===== src/rtl/fpu_pkg.sv =====
// ============================================================================
// fpu_pkg : shared FPU constants, controller state type and fflags indices
// Rev 1.0 : initial release
// ============================================================================
`default_nettype none

package fpu_pkg;

    typedef enum logic [2:0] {
        ST_IDLE  = 3'd0,
        ST_ALIGN = 3'd1,
        ST_ADD   = 3'd2,
        ST_NORM  = 3'd3,
        ST_ROUND = 3'd4,
        ST_DONE  = 3'd5
    } state_t;

    localparam logic [31:0] QNAN     = 32'h7FC0_0000;
    localparam int          EXP_BIAS = 127;
    localparam logic [7:0]  EXP_MAX  = 8'd255;

    // fflags bit positions, RISC-V order {NV,DZ,OF,UF,NX}
    localparam int FF_NV = 4;
    localparam int FF_DZ = 3;
    localparam int FF_OF = 2;
    localparam int FF_UF = 1;
    localparam int FF_NX = 0;

endpackage

`default_nettype wire


===== src/rtl/lzc28.sv =====
// ============================================================================
// lzc28 : combinational leading-zero counter, 28-bit input, count 0..28
// Rev 1.0 : initial release
// ============================================================================
`default_nettype none

module lzc28 (
    input  logic [27:0] i_data,
    output logic [4:0]  o_count
);

    // Scanning upward lets the highest set bit make the final assignment.
    always_comb begin
        o_count = 5'd28;
        for (int i = 0; i < 28; i++) begin
            if (i_data[i]) o_count = 5'(27 - i);
        end
    end

endmodule

`default_nettype wire


===== src/rtl/fp_sub.sv =====
// ============================================================================
// fp_sub : multi-cycle IEEE-754 single-precision subtractor (a - b), RNE
// Rev 1.0 : initial release
// ============================================================================
`default_nettype none

module fp_sub
    import fpu_pkg::*;
(
    input  logic        clk,
    input  logic        rst,
    input  logic        in_valid,
    output logic        in_ready,
    input  logic [31:0] a,
    input  logic [31:0] b,
    output logic        out_valid,
    input  logic        out_ready,
    output logic [31:0] result,
    output logic [4:0]  fflags
);

    state_t             r_state, w_next;
    logic [31:0]        r_a, r_b;
    logic               r_special, r_sign, r_sub, r_zero;
    logic [31:0]        r_spec_res;
    logic [4:0]         r_spec_ff;
    logic signed [9:0]  r_exp;
    logic [26:0]        r_sig_l, r_sig_s, r_sig;
    logic [27:0]        r_sum;
    logic [31:0]        r_result;
    logic [4:0]         r_fflags;

    always_ff @(posedge clk) begin
        if (rst) r_state <= ST_IDLE;
        else     r_state <= w_next;
    end

    always_comb begin
        w_next = r_state;
        case (r_state)
            ST_IDLE:  if (in_valid) w_next = ST_ALIGN;
            ST_ALIGN: w_next = ST_ADD;
            ST_ADD:   w_next = ST_NORM;
            ST_NORM:  w_next = ST_ROUND;
            ST_ROUND: w_next = ST_DONE;
            ST_DONE:  if (out_ready) w_next = ST_IDLE;
            default:  w_next = ST_IDLE;
        endcase
    end

    // ---------------- ALIGN: unpack, classify, swap, shift ----------------
    logic        w_sa, w_sb, w_a_nan, w_b_nan, w_a_inf, w_b_inf, w_a_zero, w_b_zero;
    logic        w_spec, w_a_ge;
    logic [31:0] w_spec_res;
    logic [4:0]  w_spec_ff;
    logic [7:0]  w_big_exp, w_diff;
    logic [26:0] w_sig_a, w_sig_b, w_sig_big, w_sig_small, w_shifted, w_sig_al;
    logic        w_lost;

    assign w_sa     = r_a[31];
    assign w_sb     = ~r_b[31];
    assign w_a_nan  = (r_a[30:23] == EXP_MAX) && (r_a[22:0] != 23'd0);
    assign w_b_nan  = (r_b[30:23] == EXP_MAX) && (r_b[22:0] != 23'd0);
    assign w_a_inf  = (r_a[30:23] == EXP_MAX) && (r_a[22:0] == 23'd0);
    assign w_b_inf  = (r_b[30:23] == EXP_MAX) && (r_b[22:0] == 23'd0);
    assign w_a_zero = (r_a[30:23] == 8'd0);
    assign w_b_zero = (r_b[30:23] == 8'd0);

    always_comb begin
        w_spec     = 1'b1;
        w_spec_res = 32'd0;
        w_spec_ff  = 5'd0;
        if (w_a_nan || w_b_nan) begin
            w_spec_res       = QNAN;
            w_spec_ff[FF_NV] = (w_a_nan && !r_a[22]) || (w_b_nan && !r_b[22]);
        end else if (w_a_inf && w_b_inf) begin
            if (w_sa == w_sb) begin
                w_spec_res = {w_sa, EXP_MAX, 23'd0};
            end else begin
                w_spec_res       = QNAN;
                w_spec_ff[FF_NV] = 1'b1;
            end
        end else if (w_a_inf) begin
            w_spec_res = {w_sa, EXP_MAX, 23'd0};
        end else if (w_b_inf) begin
            w_spec_res = {w_sb, EXP_MAX, 23'd0};
        end else if (w_a_zero && w_b_zero) begin
            w_spec_res = {w_sa & w_sb, 31'd0};
        end else if (w_a_zero) begin
            w_spec_res = {w_sb, r_b[30:0]};
        end else if (w_b_zero) begin
            w_spec_res = r_a;
        end else begin
            w_spec = 1'b0;
        end
    end

    assign w_a_ge      = r_a[30:0] >= r_b[30:0];
    assign w_sig_a     = {1'b1, r_a[22:0], 3'b000};
    assign w_sig_b     = {1'b1, r_b[22:0], 3'b000};
    assign w_sig_big   = w_a_ge ? w_sig_a : w_sig_b;
    assign w_sig_small = w_a_ge ? w_sig_b : w_sig_a;
    assign w_big_exp   = w_a_ge ? r_a[30:23] : r_b[30:23];
    assign w_diff      = w_a_ge ? (r_a[30:23] - r_b[30:23]) : (r_b[30:23] - r_a[30:23]);
    assign w_shifted   = w_sig_small >> w_diff;
    assign w_lost      = |(w_sig_small & ~({27{1'b1}} << w_diff));
    assign w_sig_al    = (w_diff >= 8'd27) ? 27'd1
                                           : {w_shifted[26:1], w_shifted[0] | w_lost};

    // ---------------- NORM / ROUND helpers ----------------
    logic [4:0]        w_lz, w_lsh;
    logic              w_up;
    logic [24:0]       w_m25;
    logic [22:0]       w_man;
    logic signed [9:0] w_exp_r;

    lzc28 u_lzc (
        .i_data  (r_sum),
        .o_count (w_lz)
    );

    // The 28-bit count includes the (empty) carry bit, so normalise by one less.
    assign w_lsh   = w_lz - 5'd1;
    assign w_up    = r_sig[2] & (r_sig[1] | r_sig[0] | r_sig[3]);
    assign w_m25   = {1'b0, r_sig[26:3]} + {24'd0, w_up};
    assign w_man   = w_m25[24] ? w_m25[23:1] : w_m25[22:0];
    assign w_exp_r = r_exp + $signed({9'd0, w_m25[24]});

    always_ff @(posedge clk) begin
        if (rst) begin
            r_result <= 32'd0;
            r_fflags <= 5'd0;
        end else begin
            case (r_state)
                ST_IDLE: if (in_valid) begin
                    r_a <= a;
                    r_b <= b;
                end
                ST_ALIGN: begin
                    r_special  <= w_spec;
                    r_spec_res <= w_spec_res;
                    r_spec_ff  <= w_spec_ff;
                    r_sign     <= w_a_ge ? w_sa : w_sb;
                    r_sub      <= w_sa ^ w_sb;
                    r_exp      <= $signed({2'b00, w_big_exp});
                    r_sig_l    <= w_sig_big;
                    r_sig_s    <= w_sig_al;
                end
                ST_ADD: begin
                    r_sum <= r_sub ? ({1'b0, r_sig_l} - {1'b0, r_sig_s})
                                   : ({1'b0, r_sig_l} + {1'b0, r_sig_s});
                end
                ST_NORM: begin
                    r_zero <= (r_sum == 28'd0);
                    if (r_sum[27]) begin
                        r_sig <= {r_sum[27:2], r_sum[1] | r_sum[0]};
                        r_exp <= r_exp + 10'sd1;
                    end else begin
                        r_sig <= r_sum[26:0] << w_lsh;
                        r_exp <= r_exp - $signed({5'd0, w_lsh});
                    end
                end
                ST_ROUND: begin
                    if (r_special) begin
                        r_result <= r_spec_res;
                        r_fflags <= r_spec_ff;
                    end else if (r_zero) begin
                        r_result <= 32'd0;
                        r_fflags <= 5'd0;
                    end else if (w_exp_r <= 10'sd0) begin
                        r_result <= {r_sign, 31'd0};
                        r_fflags <= (5'd1 << FF_UF) | (5'd1 << FF_NX);
                    end else if (w_exp_r >= 10'sd255) begin
                        r_result <= {r_sign, EXP_MAX, 23'd0};
                        r_fflags <= (5'd1 << FF_OF) | (5'd1 << FF_NX);
                    end else begin
                        r_result <= {r_sign, w_exp_r[7:0], w_man};
                        r_fflags <= {4'd0, |r_sig[2:0]};
                    end
                end
                default: ;
            endcase
        end
    end

    assign in_ready  = (r_state == ST_IDLE);
    assign out_valid = (r_state == ST_DONE);
    assign result    = r_result;
    assign fflags    = r_fflags;

endmodule

`default_nettype wire


===== config.mk =====
export PLATFORM = sky130hd
export DESIGN_NAME = fp_sub
export DESIGN_NICKNAME = d
export VERILOG_FILES = /design/src/rtl/fpu_pkg.sv /design/src/rtl/lzc28.sv /design/src/rtl/fp_sub.sv
export SDC_FILE = /design/constraint.sdc
export NUM_CORES = 1
export LEC_CHECK = 0
export CAP_MARGIN = 20
export CORE_ASPECT_RATIO = 0.7
export CORE_MARGIN = 2
export CORE_UTILIZATION = 48
export DETAILED_ROUTE_END_ITERATION = 8
export GPL_ROUTABILITY_DRIVEN = 1
export PLACE_DENSITY_LB_ADDON = 0.08
export SETUP_SLACK_MARGIN = 0.5
export SLEW_MARGIN = 20
export SYNTH_ARGS = -nofsm -noshare
export SYNTH_HDL_FRONTEND = slang
export SYNTH_SLANG_ARGS = --single-unit

===== constraint.sdc =====
create_clock -name clk -period 7.8 [get_ports clk]
set_input_delay 1.56 -clock clk [delete_from_list [all_inputs] [get_ports clk]]
set_output_delay 1.56 -clock clk [all_outputs]
set_load 0.02 [all_outputs]

==> metrics.yaml <==
status:
  status: "finished, final reports clean"
cells_and_area:
  layout.nets: 2058
  final_area_um2: 19700
  multi_input_area_um2: 9470
  antennaDiodeCount: 0
  mostFrequentLayoutCells: "edfxtp_1 (216), nor2_1 (196), nand2_1 (187)"
  areaGrowthSynthToFinish_pct: 13.8
  layout_commonest_cell: "edfxtp_1"
  n_fill_cell: 3200
  drive_above_1_share_pct: 6.12
  final_core_util_pct: 55.2
  register_area_um2: 7270
setup_path:
  rrSetupSlack_ns: 1.70
  cp.required_ns: 8.28
  r2r-end: "result[21]$_SDFFE_PP0P_"
  cp_max_fo: 11
  cp_slowest_cell: "nor2_1"
  r2r-start: "r_sig[2]$_DFFE_PP_"
  max_stage_delay_ns: 0.74
  r2r_cells: 21
  cp_data_arrival_time_ns: 6.58
  crit_path_start: "r_sig[2]$_DFFE_PP_"
  cp-start-kind: "flip-flop"
  cp-end-kind: "flip-flop"
  crit_chain: "and2_1, ha_1, nand2_1, nor2_1, nand2_1, or3_1, nor3_1, buf_4, ha_1, ha_1, nand3_1, nor2_1, or2_2, o21ai_0, a22oi_1, o21ai_0, nor3_1, o21ai_0, nor2_1, a221oi_1, nor3_1"
  path_class: "reg -> reg"
  cp-endpoint: "result[21]$_SDFFE_PP0P_"
die:
  fp-row-count: 58
  die_h_um: 163
  die_area_um2: 37700
  ios: 107
  start_util_pct: 48.5
  coreArea_um2: 35800
  die_x_um: 231
grt:
  first_global_vias: 13400
  grt_pass1_wl_mm: 84.2
  grt_max_degree: 65
  antenna_found_initial: 1
  track_usage_pct: 29.6
  grt.overflow.total: 0
yosys:
  synth_xor_area_share_pct: 4.94
  ys_types: 85
  synth.mux.area_fraction_pct: 9.80
  synth-async-reset-ratio_pct: 0
  synthSimpleGateAreaFrac_pct: 16.8
  synth_ff_type: "edfxtp_1"
  yosys_warnings: 0
  synth-compound-area-share_pct: 16.7
  synth_top_family_by_area: "simple AND/OR/NAND/NOR gates"
  avgSynthCellArea_um2: 9.43
  ys_ff_latch: 255
  syn_nets: 1990
  syn_area_um2: 17400
  synth-edff-count: 216
  netlist_instances: 1841
  yosys.area_share.adder_pct: 5.97
  synth.yosys.seq_area_share_pct: 41.9
power:
  powerDensity_nw_per_um2: 205
  ir_drop_v: 0.000170
  p_switching_mw: 1.33
  finalPower_mw: 4.05
  internal_power_mw: 2.72
  pwr-share-clk_pct: 32.2
  combPwrFrac_pct: 27.0
  p_leak_nw: 7.39
  p_sw_share_pct: 32.8
  pwr-share-seq_pct: 40.8
sta:
  fin_worst_skew_ns: 0.0248
  post-route-period-util_pct: 78.2
  rsz0062_at_grt: "false"
  tightest_slew_ns: 1.08
  relSlewSlack_pct: 27.8
  setup_tns_ns: 0
  drv_slew: 0
  fmax_mhz: 164
  setup_violations: 0
  timing.hold.ws_ns: 0.455
  finalHoldViolations: 0
  fin_crit_ns: 6.10
clock_tree:
  insertion_delay_ns: 0.57
  postCtsSetupBuffers: 0
  root_buffer: "clkbuf_16"
  cts_made_buffers: 26
  cts_resized: 0
  clockBufferDepth: 3
  holdBufCountCts: 0
  path_clk_slew_ns: 0.07
  htreeDepth: 1
  cts_tree: "yes"
  cts_sinks: 255
drt:
  drt-total-wl_mm: 56.4
  via_count: 14900
  drtIter0Drc: 1980
  route.detailed.wl_per_inst_um: 23.4
  first_pass_iters: 7
  antenna_left: 0
  drc: 0
  vias_per_cell: 6.19
place:
  gp_congestion: 0.987
  hpwl_mm: 43.1
  placed_area_um2: 18900
  port_buffers: 105
worst_hold_path:
  hp-class: "reg -> reg"
flow_run:
  cap_violations: 0
-- worst min-delay path by stage --
stage	start	end	slack [ns]	cells after the start
after global placement	fflags[2]$_SDFFE_PP0P_	fflags[2]$_SDFFE_PP0P_	0.44	2
after global routing	fflags[4]$_SDFFE_PP0P_	fflags[4]$_SDFFE_PP0P_	0.49	2
after detailed placement	fflags[4]$_SDFFE_PP0P_	fflags[4]$_SDFFE_PP0P_	0.45	2
after floorplan	r_sign$_DFFE_PP_	result[31]$_SDFFE_PP0P_	0.52	2
after CTS	fflags[4]$_SDFFE_PP0P_	fflags[4]$_SDFFE_PP0P_	0.45	2
final	fflags[4]$_SDFFE_PP0P_	fflags[4]$_SDFFE_PP0P_	0.46	2
-- cell families (layout without fill, tap and decap cells) --
group / count (synthesis) / after routing
flip-flops: 255 / 255
multiplexers: 156 / 156
adder cells (fa/ha/maj): 81 / 81
buffers and inverters: 168 / 256
other: 1 / 1
AND/OR/NAND/NOR: 630 / 630
XOR/XNOR: 95 / 95
AO/OA/AOI/OAI: 455 / 455
-- worst max-delay path, delay by kind of cell (launching register included) --
| family | cells | cell delay (ns) |
|---|---|---|
| adder cells (fa/ha/maj) | 3 | 0.61 |
| AND/OR/NAND/NOR | 12 | 3.82 |
| flip-flops | 1 | 0.37 |
| buffers and inverters | 1 | 0.28 |
| AO/OA/AOI/OAI | 5 | 0.96 |
-- state kept, by name, indices dropped and copies added, names as in the netlist --
| signal | cells |
|---|---|
| r_a | 32 |
| r_b | 32 |
| r_spec_res | 32 |
| result | 32 |
| r_sum | 28 |
| r_sig | 27 |
| r_sig_s | 27 |
| r_sig_l | 23 |
| r_exp | 10 |
| fflags | 4 |
| r_state | 3 |
| r_sign | 1 |
| r_spec_ff | 1 |
| r_special | 1 |
| r_sub | 1 |
| r_zero | 1 |
-- per-layer routing --
layer	vias to the layer above	share of wire, %	GRT usage, %
met3	97	9.8	5.71
met2	781	40	40.5
met5	-	0.023	0
met4	2	2.8	7.71
li1	6944	-	-
met1	7097	48	46.7
-- per-stage QoR --
stage               std cells  setup WS, ns
floorplan                1841         0.880
global placement         2361          1.97
detailed placement       2361          1.73
CTS                      2409          1.75
global route             2409         0.880
finish                   2409          1.70
-- cell type report --
type / instances / area share [%]
Clock buffer: 31 / 3.39
Clock inverter: 17 / 1.05
Inverter: 78 / 1.48
Multi-Input combinational cell: 1418 / 48.0
Sequential cell: 255 / 36.8
Tap cell: 480 / 3.04
Timing Repair Buffer: 130 / 6.27
-- cell usage after synthesis, types with 13 or more instances --
library cell / number / area [µm²]
buf_2: 18 / 90.1
o21ai_0: 114 / 571
mux2i_1: 136 / 1360
nand2b_1: 17 / 106
nor4_1: 18 / 113
edfxtp_1: 216 / 6490
a31oi_1: 19 / 119
a221oi_1: 19 / 166
xor2_1: 25 / 219
nor2b_1: 16 / 100
inv_1: 75 / 282
o21a_1: 15 / 113
nor2_1: 196 / 736
nand4_1: 16 / 100
and3_1: 13 / 81.3
xnor2_1: 68 / 596
clkbuf_1: 58 / 218
nand3_1: 49 / 245
a21oi_1: 134 / 671
a21o_1: 13 / 97.6
a211oi_1: 31 / 233
ha_1: 78 / 976
nor3_1: 62 / 310
dfxtp_1: 39 / 781
nand2_1: 187 / 702
-- power by group through the flow --
stage               clock network, mW  logic, mW  registers, mW
detailed placement                  0       1.07           1.68
finish                           1.31       1.09           1.65
global placement                    0       1.07           1.67
CTS                              1.32       1.07           1.65
global route                     1.38       1.18           1.66
floorplan                           0      0.758           1.65
Power figures use the tool's default switching activity.
